[config.mk]
export PLATFORM = sky130hd
export DESIGN_NAME = output_arbiter
export DESIGN_NICKNAME = d
export VERILOG_FILES = /design/src/rtl/output_arb_pkg.sv /design/src/rtl/rr_picker.sv /design/src/rtl/output_arbiter.sv
export SDC_FILE = /design/constraint.sdc
export NUM_CORES = 1
export LEC_CHECK = 0
export CAP_MARGIN = 10
export CORE_AREA = 2 2 105 107
export DETAILED_ROUTE_END_ITERATION = 12
export DIE_AREA = 0 0 107 109
export DONT_BUFFER_PORTS = 1
export PLACE_DENSITY = 0.62
export SLEW_MARGIN = 25
export SYNTH_ARGS = -nofsm -noshare
export SYNTH_HDL_FRONTEND = slang
export SYNTH_SLANG_ARGS = --single-unit
[constraint.sdc]
create_clock -name clk -period 2.7 [get_ports clk]
set_input_delay 0.27 -clock clk [delete_from_list [all_inputs] [get_ports clk]]
set_output_delay 0.27 -clock clk [all_outputs]
set_load 0.05 [all_outputs]
[src/rtl/output_arb_pkg.sv]
// Shared types for the output-port arbiter: FSM states, access size and requester limit.
package output_arb_pkg;

  typedef enum logic [1:0] {
    IDLE,
    ISSUE,
    RESP
  } arb_state_t;

  typedef logic [1:0] size_t;

  localparam int MAX_REQ = 8;

endpackage

[src/rtl/rr_picker.sv]
// Winner selection for the output arbiter: round-robin starting after 'last', or a
// lowest-index priority encoder when OUTPUT_ARB_FIXED_PRIO_EN is defined.
module rr_picker
  import output_arb_pkg::*;
#(
  parameter int NUM_REQ = 2
) (
  input  logic [NUM_REQ-1:0]         req,
`ifndef OUTPUT_ARB_FIXED_PRIO_EN
  input  logic [$clog2(NUM_REQ)-1:0] last,
`endif
  output logic [NUM_REQ-1:0]         grant,
  output logic [$clog2(NUM_REQ)-1:0] grant_idx
);

  localparam int IDX_W = $clog2(NUM_REQ);

`ifdef OUTPUT_ARB_FIXED_PRIO_EN
  // Scanning from the top down lets the lowest set bit overwrite any higher one.
  always_comb begin
    grant     = '0;
    grant_idx = '0;
    for (int i = NUM_REQ - 1; i >= 0; i--) begin
      if (req[i]) begin
        grant     = '0;
        grant[i]  = 1'b1;
        grant_idx = IDX_W'(i);
      end
    end
  end
`else
  logic             found;
  logic [IDX_W-1:0] cand;

  // Visit last+1, last+2, ... wrapping, so the previous winner is checked last.
  always_comb begin
    grant     = '0;
    grant_idx = '0;
    found     = 1'b0;
    cand      = '0;
    for (int off = 1; off <= NUM_REQ; off++) begin
      cand = IDX_W'((int'(last) + off) % NUM_REQ);
      if (!found && req[cand]) begin
        found       = 1'b1;
        grant[cand] = 1'b1;
        grant_idx   = cand;
      end
    end
  end
`endif

endmodule

[src/rtl/output_arbiter.sv]
// Shares the memory-mapped output port among NUM_REQ requesters: grant, one-cycle issue, response.
// Define OUTPUT_ARB_FIXED_PRIO_EN for fixed lowest-index priority instead of round-robin.
module output_arbiter
  import output_arb_pkg::*;
#(
  parameter int NUM_REQ = 2,
  parameter int ADDR_W  = 32,
  parameter int DATA_W  = 32
) (
  input  logic                             clk,
  input  logic                             rst,
  input  logic [NUM_REQ-1:0]               req_valid,
  output logic [NUM_REQ-1:0]               req_ready,
  input  logic [NUM_REQ-1:0][ADDR_W-1:0]   req_address,
  input  logic [NUM_REQ-1:0][DATA_W-1:0]   req_data,
  input  logic [NUM_REQ-1:0][1:0]          req_size,
  input  logic [NUM_REQ-1:0]               req_write,
  output logic [NUM_REQ-1:0]               resp_valid,
  output logic [DATA_W-1:0]                resp_data,
  output logic [ADDR_W-1:0]                output_address,
  output logic [DATA_W-1:0]                output_in,
  output logic [1:0]                       output_size,
  output logic                             output_write_enable,
  input  logic [DATA_W-1:0]                output_out
);

  localparam int IDX_W = $clog2(NUM_REQ);

  arb_state_t       state;
  arb_state_t       next_state;
  logic [NUM_REQ-1:0] grant;
  logic [IDX_W-1:0] grant_idx;
  logic [IDX_W-1:0] owner;
  logic             take;
  size_t            size_q;

`ifndef OUTPUT_ARB_FIXED_PRIO_EN
  logic [IDX_W-1:0] last;
`endif

  rr_picker #(
    .NUM_REQ(NUM_REQ)
  ) u_picker (
    .req      (req_valid),
`ifndef OUTPUT_ARB_FIXED_PRIO_EN
    .last     (last),
`endif
    .grant    (grant),
    .grant_idx(grant_idx)
  );

  assign take        = (state == IDLE) && (|req_valid);
  assign output_size = size_q;

  always_ff @(posedge clk or posedge rst) begin
    if (rst) begin
      state <= IDLE;
    end else begin
      state <= next_state;
    end
  end

  always_comb begin
    next_state = state;
    case (state)
      IDLE:    if (|req_valid) next_state = ISSUE;
      ISSUE:   next_state = RESP;
      RESP:    next_state = IDLE;
      default: next_state = IDLE;
    endcase
  end

  // Ready is held low during reset so a waiting requester never sees a phantom accept.
  always_comb begin
    req_ready  = '0;
    resp_valid = '0;
    resp_data  = '0;
    if (state == IDLE && !rst) begin
      req_ready = grant;
    end
    if (state == RESP) begin
      resp_valid[owner] = 1'b1;
      resp_data         = output_out;
    end
  end

  // The payload registers double as the output map drive; only the write enable is pulsed.
  always_ff @(posedge clk or posedge rst) begin
    if (rst) begin
      owner               <= '0;
`ifndef OUTPUT_ARB_FIXED_PRIO_EN
      last                <= IDX_W'(NUM_REQ - 1);
`endif
      output_address      <= '0;
      output_in           <= '0;
      size_q              <= '0;
      output_write_enable <= 1'b0;
    end else begin
      output_write_enable <= 1'b0;
      if (take) begin
        owner               <= grant_idx;
`ifndef OUTPUT_ARB_FIXED_PRIO_EN
        last                <= grant_idx;
`endif
        output_address      <= req_address[grant_idx];
        output_in           <= req_data[grant_idx];
        size_q              <= req_size[grant_idx];
        output_write_enable <= req_write[grant_idx];
      end
    end
  end

endmodule

# Word-level counts from Yosys, hierarchy flattened
# Cells that the tools add are included.
# Widths: inputs -> output; s select.
word_totals:
  reg_bits: 71
  in_bits: 170
  output_inout_bits: 103
  wordCells: 59
op_classes:
  add_sub_neg: 2
  magnitude_cmp: 7
  eq_ne: 3
  n_mux: 29
  bitwise: 1
  n_reduce_logical: 10
ops:
  columns: ["operator", "count"]
  rows:
  - ["$mux 32", 5]
  - ["$mux 2", 7]
  - ["$mux 1", 13]
  - ["$lt 1x2->1 const B", 4]
  - ["$logic_and 1x1->1", 6]
  - ["$pmux 2 s2", 1]
  - ["$demux 1 s1", 3]
  - ["$ge 1x1->1 const B", 3]
  - ["$add 1x1->1 const B", 2]
  - ["$eq 2x1->1 const B", 1]
  - ["$eq 2x2->1 const B", 1]
  - ["$logic_not 1->1", 2]
  - ["$logic_not 2->1", 1]
  - ["$ne 2x1->1 const B", 1]
  - ["$or 2x2->2", 1]
  - ["$reduce_or 2->1", 1]

# Depth between registers and ports, before layout
# Gate-level depths: netlist of run 1.
depth:
  depth_word: 10
  depth_mapped: 7
  mapped_depth_nobuf: 4

# By module
# From an unflattened synthesis of run 1, not the netlist that was laid out.
unflattened:
  hier_cells: 271
  hier_area_um2: 3767.4
by_module_without_submodules:
  columns: ["mod", "n_inst", "cells_each", "area_each_um2"]
  rows:
  - ["output_arbiter", 1, 267, 3741.1]
  - ["rr_picker", 1, 4, 26.3]

# Worst setup path after synthesis of run 1
# OpenSTA, ideal clock, no wires.
synth_path:
  kind: "in2out"
  startpoint: "input port rst"
  endpoint: "output port req_ready[0]"
  t_arrival_ps: 2468
  path_slack_ps: -38
  stages: 2
  path_buffers: 0
  path_cell_list: "inv_1 o2111a_1"
synth_between:
  elab_chain_cells: 3
synth_lines:
  columns: ["item", "line", "source"]
  rows:
  - ["from (decl)", "output_arbiter.sv:11", "input logic rst,"]
  - ["$logic_not 1->1 (no source line)", null, null]
  - ["$logic_and 1x1->1", "output_arbiter.sv:78", "if (state == IDLE && !rst) begin"]
  - ["$mux 2", "output_arbiter.sv:78", null]
  - ["to (decl)", "output_arbiter.sv:13", "output logic [NUM_REQ-1:0] req_ready,"]
# No other way between the ends.

# Worst setup path in the final report of run 1
layout_path:
  startpoint: "register state[0]"
  endpoint: "output port req_ready[0]"
layout_between:
  elab_chain_cells: 3
layout_lines:
  columns: ["item", "line", "source"]
  rows:
  - ["from (decl)", "output_arbiter.sv:29", "arb_state_t state;"]
  - ["from (signal assigned)", "output_arbiter.sv:59", "state <= next_state;"]
  - ["$logic_not 2->1", "output_arbiter.sv:78", null]
  - ["$logic_and 1x1->1", "output_arbiter.sv:78", null]
  - ["$mux 2", "output_arbiter.sv:78", null]
# No other way between the ends.

==> results.yml, run 1 <==
worst_setup_path:
  worstPathRequired_ns: 2.43
  arrival_ns: 1.69
  start_kind: "flip-flop"
  crit_chain: "nor2_4, o2111a_1, buf_4"
  slowest_stage: "nor2_4"
  endpoint_kind: "primary output"
  critPathMaxStageDelay_ns: 0.46
  crit_type: "reg2out"
  path_max_fanout: 21
sta:
  finalSetupViolations: 0
  tns_ns: 0
  worst_hold_slack_ns: 0.000517
  rsz0062_at_grt: "no"
  maxSlewViolCount: 0
  hold_viol_final: 0
  slew_headroom_pct: 44.8
  worst_slack_ns: 0.743
  layout_min_cycle_time_ns: 1.96
  fin_skew_ns: 0.00473
  timing.final.crit_share_pct: 72.5
  worst-slew-pin-transition_ns: 0.828
  max_freq_ghz: 0.511
layout:
  design_area_sq_um: 4140
  diodes: 0
  syn2layout_area_growth_pct: 9.43
  multi_input_area_sq_um: 1760
  seq_area_sq_um: 1780
  final_layout_size_suffix_gt1_share_pct: 17.2
  nFillCells: 1079
  finalNonFillerCells: 564
  finalNetCount: 589
drt:
  wl_per_cell_um: 19.9
  ant_nets: 0
  dr.pass1.iters: 4
  vias: 3139
  initialDrtViolationCount: 255
  wl_um: 11200
  viasPerCell: 5.57
  remaining_drc_errors: 0
cts:
  cts_sinks: 71
  cts_inserted_buffers: 9
  cts_buffer_depth: 2
  clk_pin_slew_worst_paths_ns: 0.07
  cts_setup_buffers: 0
  cts_tree: "yes"
  insertion_delay_ns: 0.34
  root_buffer: "clkbuf_8"
  htreeDepth: 3
placement:
  hpwl_um: 8160
  post-place-ws_ns: 0.933
  portBuffers: 0
  dpl-instance-area_sq_um: 3890
  gp_congestion: 0.798
  dpl.cell_count: 547
logic_synthesis:
  synthArstFlopShare_pct: 100
  yosysSeqAreaShare_pct: 47.0
  syn_inst: 426
  synth_edf_count: 0
  synth.avg_cell_area_sq_um: 8.87
  yosys_warnings: 0
  yosys.area.top_type_share_pct: 46.3
  synth_cell_types: 23
  ys.flop_type: "dfrtp_1"
  syn_nets: 596
  ys_ff_latch: 71
  synth_area_sq_um: 3780
  synth_area_leaders: "dfrtp_1 46%, nand2_1 13%, a31oi_2 9.9%, a21oi_1 9.0%, a31oi_1 6.1%"
  yosysTopAreaCell: "dfrtp_1"
global_route:
  antenna_found_initial: 0
  grt_pass1_vias: 3017
  grt_usage_pct: 18.3
  grt_pass1_wl_um: 16300
  grt_max_degree: 68
  overflow: 0
floorplan:
  ios: 273
  die_area_sq_um: 11700
  start_util_pct: 35.7
  die-height_um: 109
  die_x_um: 107
  coreArea_sq_um: 10600
  row_count: 38
power:
  leakagePower_nw: 1.68
  irDropWorstVdd_uv: 671
  power_density_nw_per_um2: 1720
status:
  status: "finished, final reports clean"
worst_hold_path:
  hp-class: "in2async"
run:
  drv_cap: 0
-- per-layer routing --
layer	part of all wire [%]	wire [um]	vias up	GRT usage, %
li1	-	-	1448	-
met1	38	4230	1515	20.6
met2	52	5780	166	32.3
met3	9.5	1060	10	6.10
met4	1.1	126	0	6.40
met5	0	0	-	0
-- repair_timing --
item / 4_1_cts / 5_1_grt
endpoints found under the hold margin: 1 / 0
resized for setup: 0 / 0
hold buffers: 1 / 0
-- metrics by stage --
step | utilization [%] | total power [mW]
floorplan | - | 5.67
global placement | 36.7 | 6.07
detailed placement | 36.7 | 6.16
CTS | 39.0 | 7.19
global route | 39.0 | 7.48
finish | 39.0 | 7.11
-- layout by cell type, fill, tap and decap left out --
master	instances
a21bo_2	1
a21boi_4	1
a21oi_1	68
a22o_1	1
a31oi_1	37
a31oi_2	30
and2_1	33
and3_1	1
buf_12	1
buf_4	19
bufinv_16	3
clkbuf_1	1
clkbuf_8	9
clkinv_2	2
clkinv_4	1
clkinvlp_4	1
dfrtp_1	70
dfstp_2	1
dlygate4sd3_1	1
inv_1	1
inv_2	1
nand2_1	134
nand2_4	1
nor2_4	1
nor2b_1	3
o2111a_1	1
or2_2	1
-- path summary, 6_finish.rpt --
| path | to | slack [ns] | depth (start not counted) | start |
|---|---|---|---|---|
| max | req_ready[0] | 0.74 | 3 | state[0]$_DFFE_PP0P_ |
| min | output_address[11]$_DFFE_PP0P_ | 0.0005 | 2 | rst |
| max reg2reg | output_in[18]$_DFFE_PP0P_ | 0.93 | 5 | last$_DFFE_PP1P_ |
| min reg2reg | state[1]$_DFFE_PP0P_ | 0.51 | 1 | state[1]$_DFFE_PP0P_ |
| max in group asynchronous | last$_DFFE_PP1P_ | 2.32 | 2 | rst |
| min in group clk | output_write_enable$_DFF_PP0_ | 0.05 | 2 | req_write[1] |
-- kinds of logic after synthesis --
logic type      Yosys count  synth area share (%)
simple gates            174                  20.2
compound gates          139                  26.2
flops                    71                  47.0
buf+inv                  42                  6.62
-- cell usage after synthesis (2+ instances only) --
cell        n
a21oi_1    68
a31oi_1    37
a31oi_2    30
and2_1     33
buf_2      11
buf_4       3
buf_6       9
clkbuf_1   15
dfrtp_1    70
inv_1       2
nand2_1   134
nor2b_1     3
-- report_power, final --
part	internal, mW	switching, mW
clock	0.613	0.400
sequential	1.58	2.22
combinational	0.736	1.57
total	2.93	4.19
-- state kept, by name, summed over array words and instances (netlist names) --
name,flops
output_write_enable,1
output_address,32
owner,1
output_in,32
last,1
state,2
output_size,2
-- worst max-delay path: cells and delay by family, from the launching register on --
| family | cells | cell delay (ns) |
|---|---|---|
| AND/OR/NAND/NOR | 1 | 0.46 |
| flip-flops | 1 | 0.42 |
| AO/OA/AOI/OAI | 1 | 0.27 |
| buffers and inverters | 1 | 0.19 |
-- layout make-up --
type | count | share of cell area (%)
Sequential cell | 71 | 43.0
Multi-Input combinational cell | 313 | 42.5
Tap cell | 140 | 4.23
Timing Repair Buffer | 21 | 4.17
Clock buffer | 10 | 3.09
Clock inverter | 6 | 2.63
Inverter | 3 | 0.363
No activity file was read; power rests on OpenSTA's default activity.
==> inputs of run 2 (changes only) <==
==> constraint.sdc (replaced) <==
create_clock -name clk -period 1.82 [get_ports clk]
set_input_delay 0.182 -clock clk [delete_from_list [all_inputs] [get_ports clk]]
set_output_delay 0.182 -clock clk [all_outputs]
set_load 0.05 [all_outputs]
==> results.yml, run 2 <==
cts:
  root_buffer: "clkbuf_8"
  cts_setup_buffers: 0
  postCtsResizedCells: 0
  cts_sinks: 71
  htreeDepth: 3
  cts_inserted_buffers: 9
  cts_buffer_depth: 2
  hold_buffers: 119
logic_synthesis:
  synth_area_sq_um: 3780
  synth_edf_count: 0
  ys_ff_latch: 71
  yosys_warnings: 0
  syn_nets: 596
  yosysSeqAreaShare_pct: 47.0
  syn_inst: 426
  ys.flop_type: "dfrtp_1"
  synthArstFlopShare_pct: 100
  yosys.area.top_type_share_pct: 46.3
  synth.avg_cell_area_sq_um: 8.87
  yosysMostFrequentCell: "nand2_1"
  synth_cell_types: 23
  synth_area_leaders: "dfrtp_1 46%, nand2_1 13%, a31oi_2 9.9%, a21oi_1 9.0%, a31oi_1 6.1%"
  yosysTopAreaCell: "dfrtp_1"
  synth_common_cells: "134 x nand2_1, 70 x dfrtp_1, 68 x a21oi_1, 37 x a31oi_1, 33 x and2_1"
floorplan:
  start_util_pct: 35.7
  ios: 273
  die_x_um: 107
  die-height_um: 109
  row_count: 38
status:
  tool.error: "[ERROR RSZ-0060] Max buffer count reached."
  lastStage: "4_1_cts"
  status: "stopped before the end"
placement:
  dpl.cell_count: 577
  gp_congestion: 0.714
  portBuffers: 0
  hpwl_um: 8530
==> run 2: cell counts after synthesis <==
No cell type changed its count.
==> run 2: logic make-up after synthesis <==
| kind of cell | Yosys count | share of synthesized area (%) |
|---|---|---|
| simple gates | 174 | 20.2 |
| compound gates | 139 | 26.2 |
| flops | 71 | 47.0 |
| buf+inv | 42 | 6.62 |
==> run 2: through the flow <==
stage	util, %	cell area (sq um)	hold WS [ns]	setup WS [ns]	TNS [ns]
floorplan	-	3790	0.252	-0.105	-0.150
global placement	43.1	4570	0.164	0.438	0
detailed placement	43.1	4570	0.170	0.389	0
==> inputs of run 3 (changes only) <==
--- a/config.mk
+++ b/config.mk
@@ -6,11 +6,11 @@
 export NUM_CORES = 1
 export LEC_CHECK = 0
 export CAP_MARGIN = 10
-export CORE_AREA = 2 2 105 107
+export CORE_AREA = 2 2 107 109
 export DETAILED_ROUTE_END_ITERATION = 12
-export DIE_AREA = 0 0 107 109
+export DIE_AREA = 0 0 109 111
 export DONT_BUFFER_PORTS = 1
-export PLACE_DENSITY = 0.62
+export PLACE_DENSITY_LB_ADDON = 0.15
 export SLEW_MARGIN = 25
 export SYNTH_ARGS = -nofsm -noshare
 export SYNTH_HDL_FRONTEND = slang
==> results.yml, run 3 (synthesis results as in run 1) <==
worst_setup_path:
  crit_chain: "nor2_4, buf_4, o2111a_2, buf_12"
  path_max_fanout: 18
  crit_family: "flip-flops"
  r2r_start: "state[0]$_DFFE_PP0P_"
  worstPathRequired_ns: 1.64
  crit_path_end: "req_ready[0]"
  endpoint_kind: "primary output"
  worstReg2RegEnd: "last$_DFFE_PP1P_"
  critPathMaxStageDelay_ns: 0.41
  start_kind: "flip-flop"
  reg2reg_depth: 5
  arrival_ns: 1.55
  slowest_stage: "dfrtp_1"
  cp-startpoint: "state[0]$_DFFE_PP0P_"
  path_buf_inv: 2
  cp.depth: 4
  regToRegSetupSlack_ns: 0.12
  crit_type: "reg2out"
status:
  status: "finished, final reports clean"
power:
  netSwitchingPower_mw: 6.53
  combPwrFrac_pct: 36.9
  power_density_nw_per_um2: 2210
  p_seq_share_pct: 47.4
  switching_share_pct: 54.8
  total_power_mw: 11.9
  irDropWorstVdd_uv: 872
  p_clk_share_pct: 15.7
  leakagePower_nw: 2.19
  p_int_mw: 5.39
floorplan:
  start_util_pct: 34.1
  row_count: 39
  die_area_sq_um: 12100
  die-height_um: 111
  ios: 273
  coreArea_sq_um: 11100
  die_x_um: 109
sta:
  layout_min_cycle_time_ns: 1.73
  rsz0062_at_grt: "no"
  maxSlewViolCount: 0
  worst_hold_slack_ns: 0.00627
  max_freq_ghz: 0.579
  finalSetupViolations: 0
  timing.final.crit_share_pct: 94.9
  fin_skew_ns: 0.00645
  worst-slew-pin-transition_ns: 0.533
  tns_ns: 0
  hold_viol_final: 0
  slew_headroom_pct: 64.4
worst_hold_path:
  min_path_cells: 2
  hp-class: "in2reg"
placement:
  gp_congestion: 0.831
  hpwl_um: 9120
  dpl-instance-area_sq_um: 4560
  portBuffers: 0
global_route:
  grt_pass1_wl_um: 19400
  grt_pass1_vias: 3521
  grt_usage_pct: 21.1
  grt_max_degree: 52
  antenna_found_initial: 2
  overflow: 0
layout:
  final_layout_size_suffix_gt1_share_pct: 21.0
  final_common_cell: "nand2_1"
  syn2layout_area_growth_pct: 42.9
  nFillCells: 1029
  finalNetCount: 669
  reg_top3: "output_address (32), output_in (32)"
  utilization_pct: 48.8
  multi_input_area_sq_um: 1770
  seq_area_sq_um: 1780
  final_cell_mix: "134 x nand2_1, 70 x dfrtp_1, 68 x a21oi_1, 51 x dlygate4sd3_1, 37 x a31oi_1"
  design_area_sq_um: 5400
cts:
  clk_pin_slew_worst_paths_ns: 0.06
  cts_buffer_depth: 2
  cts_inserted_buffers: 9
  cts_sinks: 71
  root_buffer: "clkbuf_16"
  insertion_delay_ns: 0.33
  cts_tree: "yes"
  htreeDepth: 3
drt:
  viasPerCell: 5.41
  remaining_drc_errors: 0
  vias: 3508
  ant_nets: 0
  initialDrtViolationCount: 215
  dr.pass1.iters: 4
  wl_um: 12900
  wl_per_cell_um: 19.8
run:
  drv_cap: 0
## run 3: layout make-up
class                           instances  area share (%)
Antenna cell                            2          0.0926
Multi-Input combinational cell        313            32.7
Clock inverter                          7            1.76
Sequential cell                        71            32.9
Inverter                                3           0.278
Clock buffer                            9            4.17
Tap cell                              143            3.31
Timing Repair Buffer                  101            24.8
## run 3: repair_timing
action | in CTS | in global routing
setup endpoints to repair | 0 | 16
resized for setup | 0 | 1
hold endpoints to repair | 39 | 1
buffers inserted | 0 | 1
hold buffers | 50 | 1
## run 3: layer usage
| layer | vias to the layer above | track usage, % | wire length [um] |
|---|---|---|---|
| met3 | 26 | 6.23 | 1140 |
| met4 | 0 | 9.15 | 401 |
| met2 | 181 | 37.6 | 6790 |
| met5 | - | 0 | 0 |
| met1 | 1689 | 22.7 | 4550 |
| li1 | 1612 | - | - |
## run 3: worst min path at each step
stage                          startpoint  slack (ns)                             end
final                        req_data[26]       0.006       output_in[26]$_DFFE_PP0P_
after global routing      req_address[13]       0.002  output_address[13]$_DFFE_PP0P_
after CTS                  req_address[9]      0.0009   output_address[9]$_DFFE_PP0P_
after detailed placement              rst        0.06        output_in[4]$_DFFE_PP0P_
after global placement                rst        0.05        output_in[4]$_DFFE_PP0P_
after floorplan              req_valid[0]        0.25                last$_DFFE_PP1P_
## run 3: through the flow
| stage | worst slack [ns] | cells |
|---|---|---|
| 4_1_cts | 0.0384 | 645 |
| 3_3_place_gp | 0.434 | 579 |
| 2_1_floorplan | -0.105 | 426 |
| 5_1_grt | 0.00729 | 649 |
| 6_report | 0.0928 | 649 |
| 3_5_place_dp | 0.410 | 579 |
## run 3: power by group through the flow
stage	Clock (mW)	Combinational, mW	Sequential, mW
floorplan	0	2.98	5.44
global placement	0	4.23	5.69
detailed placement	0	4.31	5.68
CTS	1.93	4.42	5.65
global route	1.99	4.76	5.73
finish	1.88	4.39	5.64
==> inputs of run 4 (changes only) <==
--- a/config.mk
+++ b/config.mk
@@ -10,6 +10,7 @@
 export DETAILED_ROUTE_END_ITERATION = 12
 export DIE_AREA = 0 0 109 111
 export DONT_BUFFER_PORTS = 1
+export GPL_TIMING_DRIVEN = 0
 export PLACE_DENSITY_LB_ADDON = 0.15
 export SLEW_MARGIN = 25
 export SYNTH_ARGS = -nofsm -noshare
==> results.yml, run 4 (synthesis results as in run 1) <==
status:
  status: "finished, final reports clean"
drt:
  wl_per_cell_um: 20.3
  wl_um: 13500
  ant_nets: 0
  viasPerCell: 5.33
  initialDrtViolationCount: 179
  vias: 3539
  dr.pass1.iters: 4
  remaining_drc_errors: 0
sta:
  timing.final.crit_share_pct: 97.7
  finalSetupViolations: 0
  worst-slew-pin-transition_ns: 0.543
  max_freq_ghz: 0.563
  worst_hold_slack_ns: 0.00618
  maxSlewViolCount: 0
  hold_viol_final: 0
  layout_min_cycle_time_ns: 1.78
  slew_headroom_pct: 63.7
  fin_skew_ns: 0.00593
  rsz0062_at_grt: "no"
  tns_ns: 0
cts:
  cts_tree: "yes"
  cts_sinks: 71
  cts_buffer_depth: 2
  insertion_delay_ns: 0.34
  cts_inserted_buffers: 9
  clk_pin_slew_worst_paths_ns: 0.06
  htreeDepth: 3
  root_buffer: "clkbuf_16"
worst_setup_path:
  endpoint_kind: "primary output"
  path_max_fanout: 10
  reg2reg_depth: 5
  arrival_ns: 1.60
  crit_type: "reg2out"
  worstPathRequired_ns: 1.64
  start_kind: "flip-flop"
global_route:
  grt_pass1_vias: 3742
  grt_usage_pct: 21.9
  overflow: 0
  grt_max_degree: 31
  antenna_found_initial: 2
  grt_pass1_wl_um: 20000
layout:
  design_area_sq_um: 5170
  final_cell_mix: "134 x nand2_1, 71 x dlygate4sd3_1, 70 x dfrtp_1, 68 x a21oi_1, 37 x a31oi_1"
  finalNetCount: 684
  syn2layout_area_growth_pct: 36.7
  final_common_cell: "nand2_1"
  utilization_pct: 46.7
  final_layout_size_suffix_gt1_share_pct: 23.1
  reg_top3: "output_address (32), output_in (32)"
power:
  power_density_nw_per_um2: 2220
  leakagePower_nw: 2.12
  total_power_mw: 11.5
  irDropWorstVdd_uv: 854
run:
  drv_cap: 0
floorplan:
  die-height_um: 111
  die_area_sq_um: 12100
  start_util_pct: 34.1
  row_count: 39
  ios: 273
  die_x_um: 109
  coreArea_sq_um: 11100
worst_hold_path:
  min_path_cells: 2
  hp-class: "in2reg"
placement:
  portBuffers: 0
  dpl-instance-area_sq_um: 4020
  gp_congestion: 0.802
  hpwl_um: 9760
-- run 4: cell types whose count changed in the layout (fill, tap and decap cells not counted), sizes merged --
cell / change
clkinv: -1
buf: -20
clkinvlp: +1
dlygate4sd3: +20
inv: -1
clkbuf: +16
-- run 4: where the power goes --
part / leakage, nW / switching (mW) / internal (mW)
Clock: 0.148 / 0.688 / 1.19
Combinational: 1.17 / 2.52 / 1.41
Sequential: 0.799 / 3.30 / 2.34
Total: 2.12 / 6.51 / 4.95
-- run 4: metrics by stage --
stage / setup slack (ns) / std cells
3_5_place_dp: -0.0474 / 571
4_1_cts: -0.0562 / 662
5_1_grt: 0.000523 / 664
2_1_floorplan: -0.105 / 426
3_3_place_gp: -0.702 / 569
6_report: 0.0423 / 664
-- run 4: worst max-delay path: stages (launching register included) --
cell	delay [ns]
dfrtp_1	0.43
nor2_4	0.16
clkbuf_4	0.25
o2111a_2	0.42
-- run 4: final cells by class --
type	instances	area, sq um
repair buffers	77	801
clock inverters	6	85.1
well taps	143	179
fillers	1081	5910
inverters	3	15.0
diodes	2	5.00
multi-input cells	313	1820
plain buffers	39	255
flip-flops and latches	71	1780
clock buffers	10	229
-- run 4: repair_timing --
| item | 4_1_cts | 5_1_grt |
|---|---|---|
| resized for setup | 41 | 9 |
| setup endpoints to repair | 36 | 31 |
| buffers inserted | 3 | 0 |
| endpoints found under the hold margin | 62 | 0 |
| hold buffers | 72 | 0 |
| pin swaps | 3 | 0 |
-- run 4: routing by layer --
| metal | global-route usage, % | vias to the layer above | wire length, um |
|---|---|---|---|
| li1 | - | 1639 | - |
| met5 | 0 | - | 0 |
| met4 | 12.2 | 0 | 464 |
| met2 | 38.0 | 186 | 7020 |
| met1 | 24.7 | 1687 | 5000 |
| met3 | 4.29 | 27 | 988 |
-- run 4: path summary, 6_finish.rpt --
path	from	endpoint	slack (ns)
min reg2reg	state[1]$_DFFE_PP0P_	state[1]$_DFFE_PP0P_	0.51
min in group asynchronous	rst	output_in[9]$_DFFE_PP0P_	0.43
max reg2reg	last$_DFFE_PP1P_	output_address[17]$_DFFE_PP0P_	0.22
max in group asynchronous	rst	last$_DFFE_PP1P_	1.17
min	req_address[9]	output_address[9]$_DFFE_PP0P_	0.006
max	state[0]$_DFFE_PP0P_	req_ready[0]	0.04
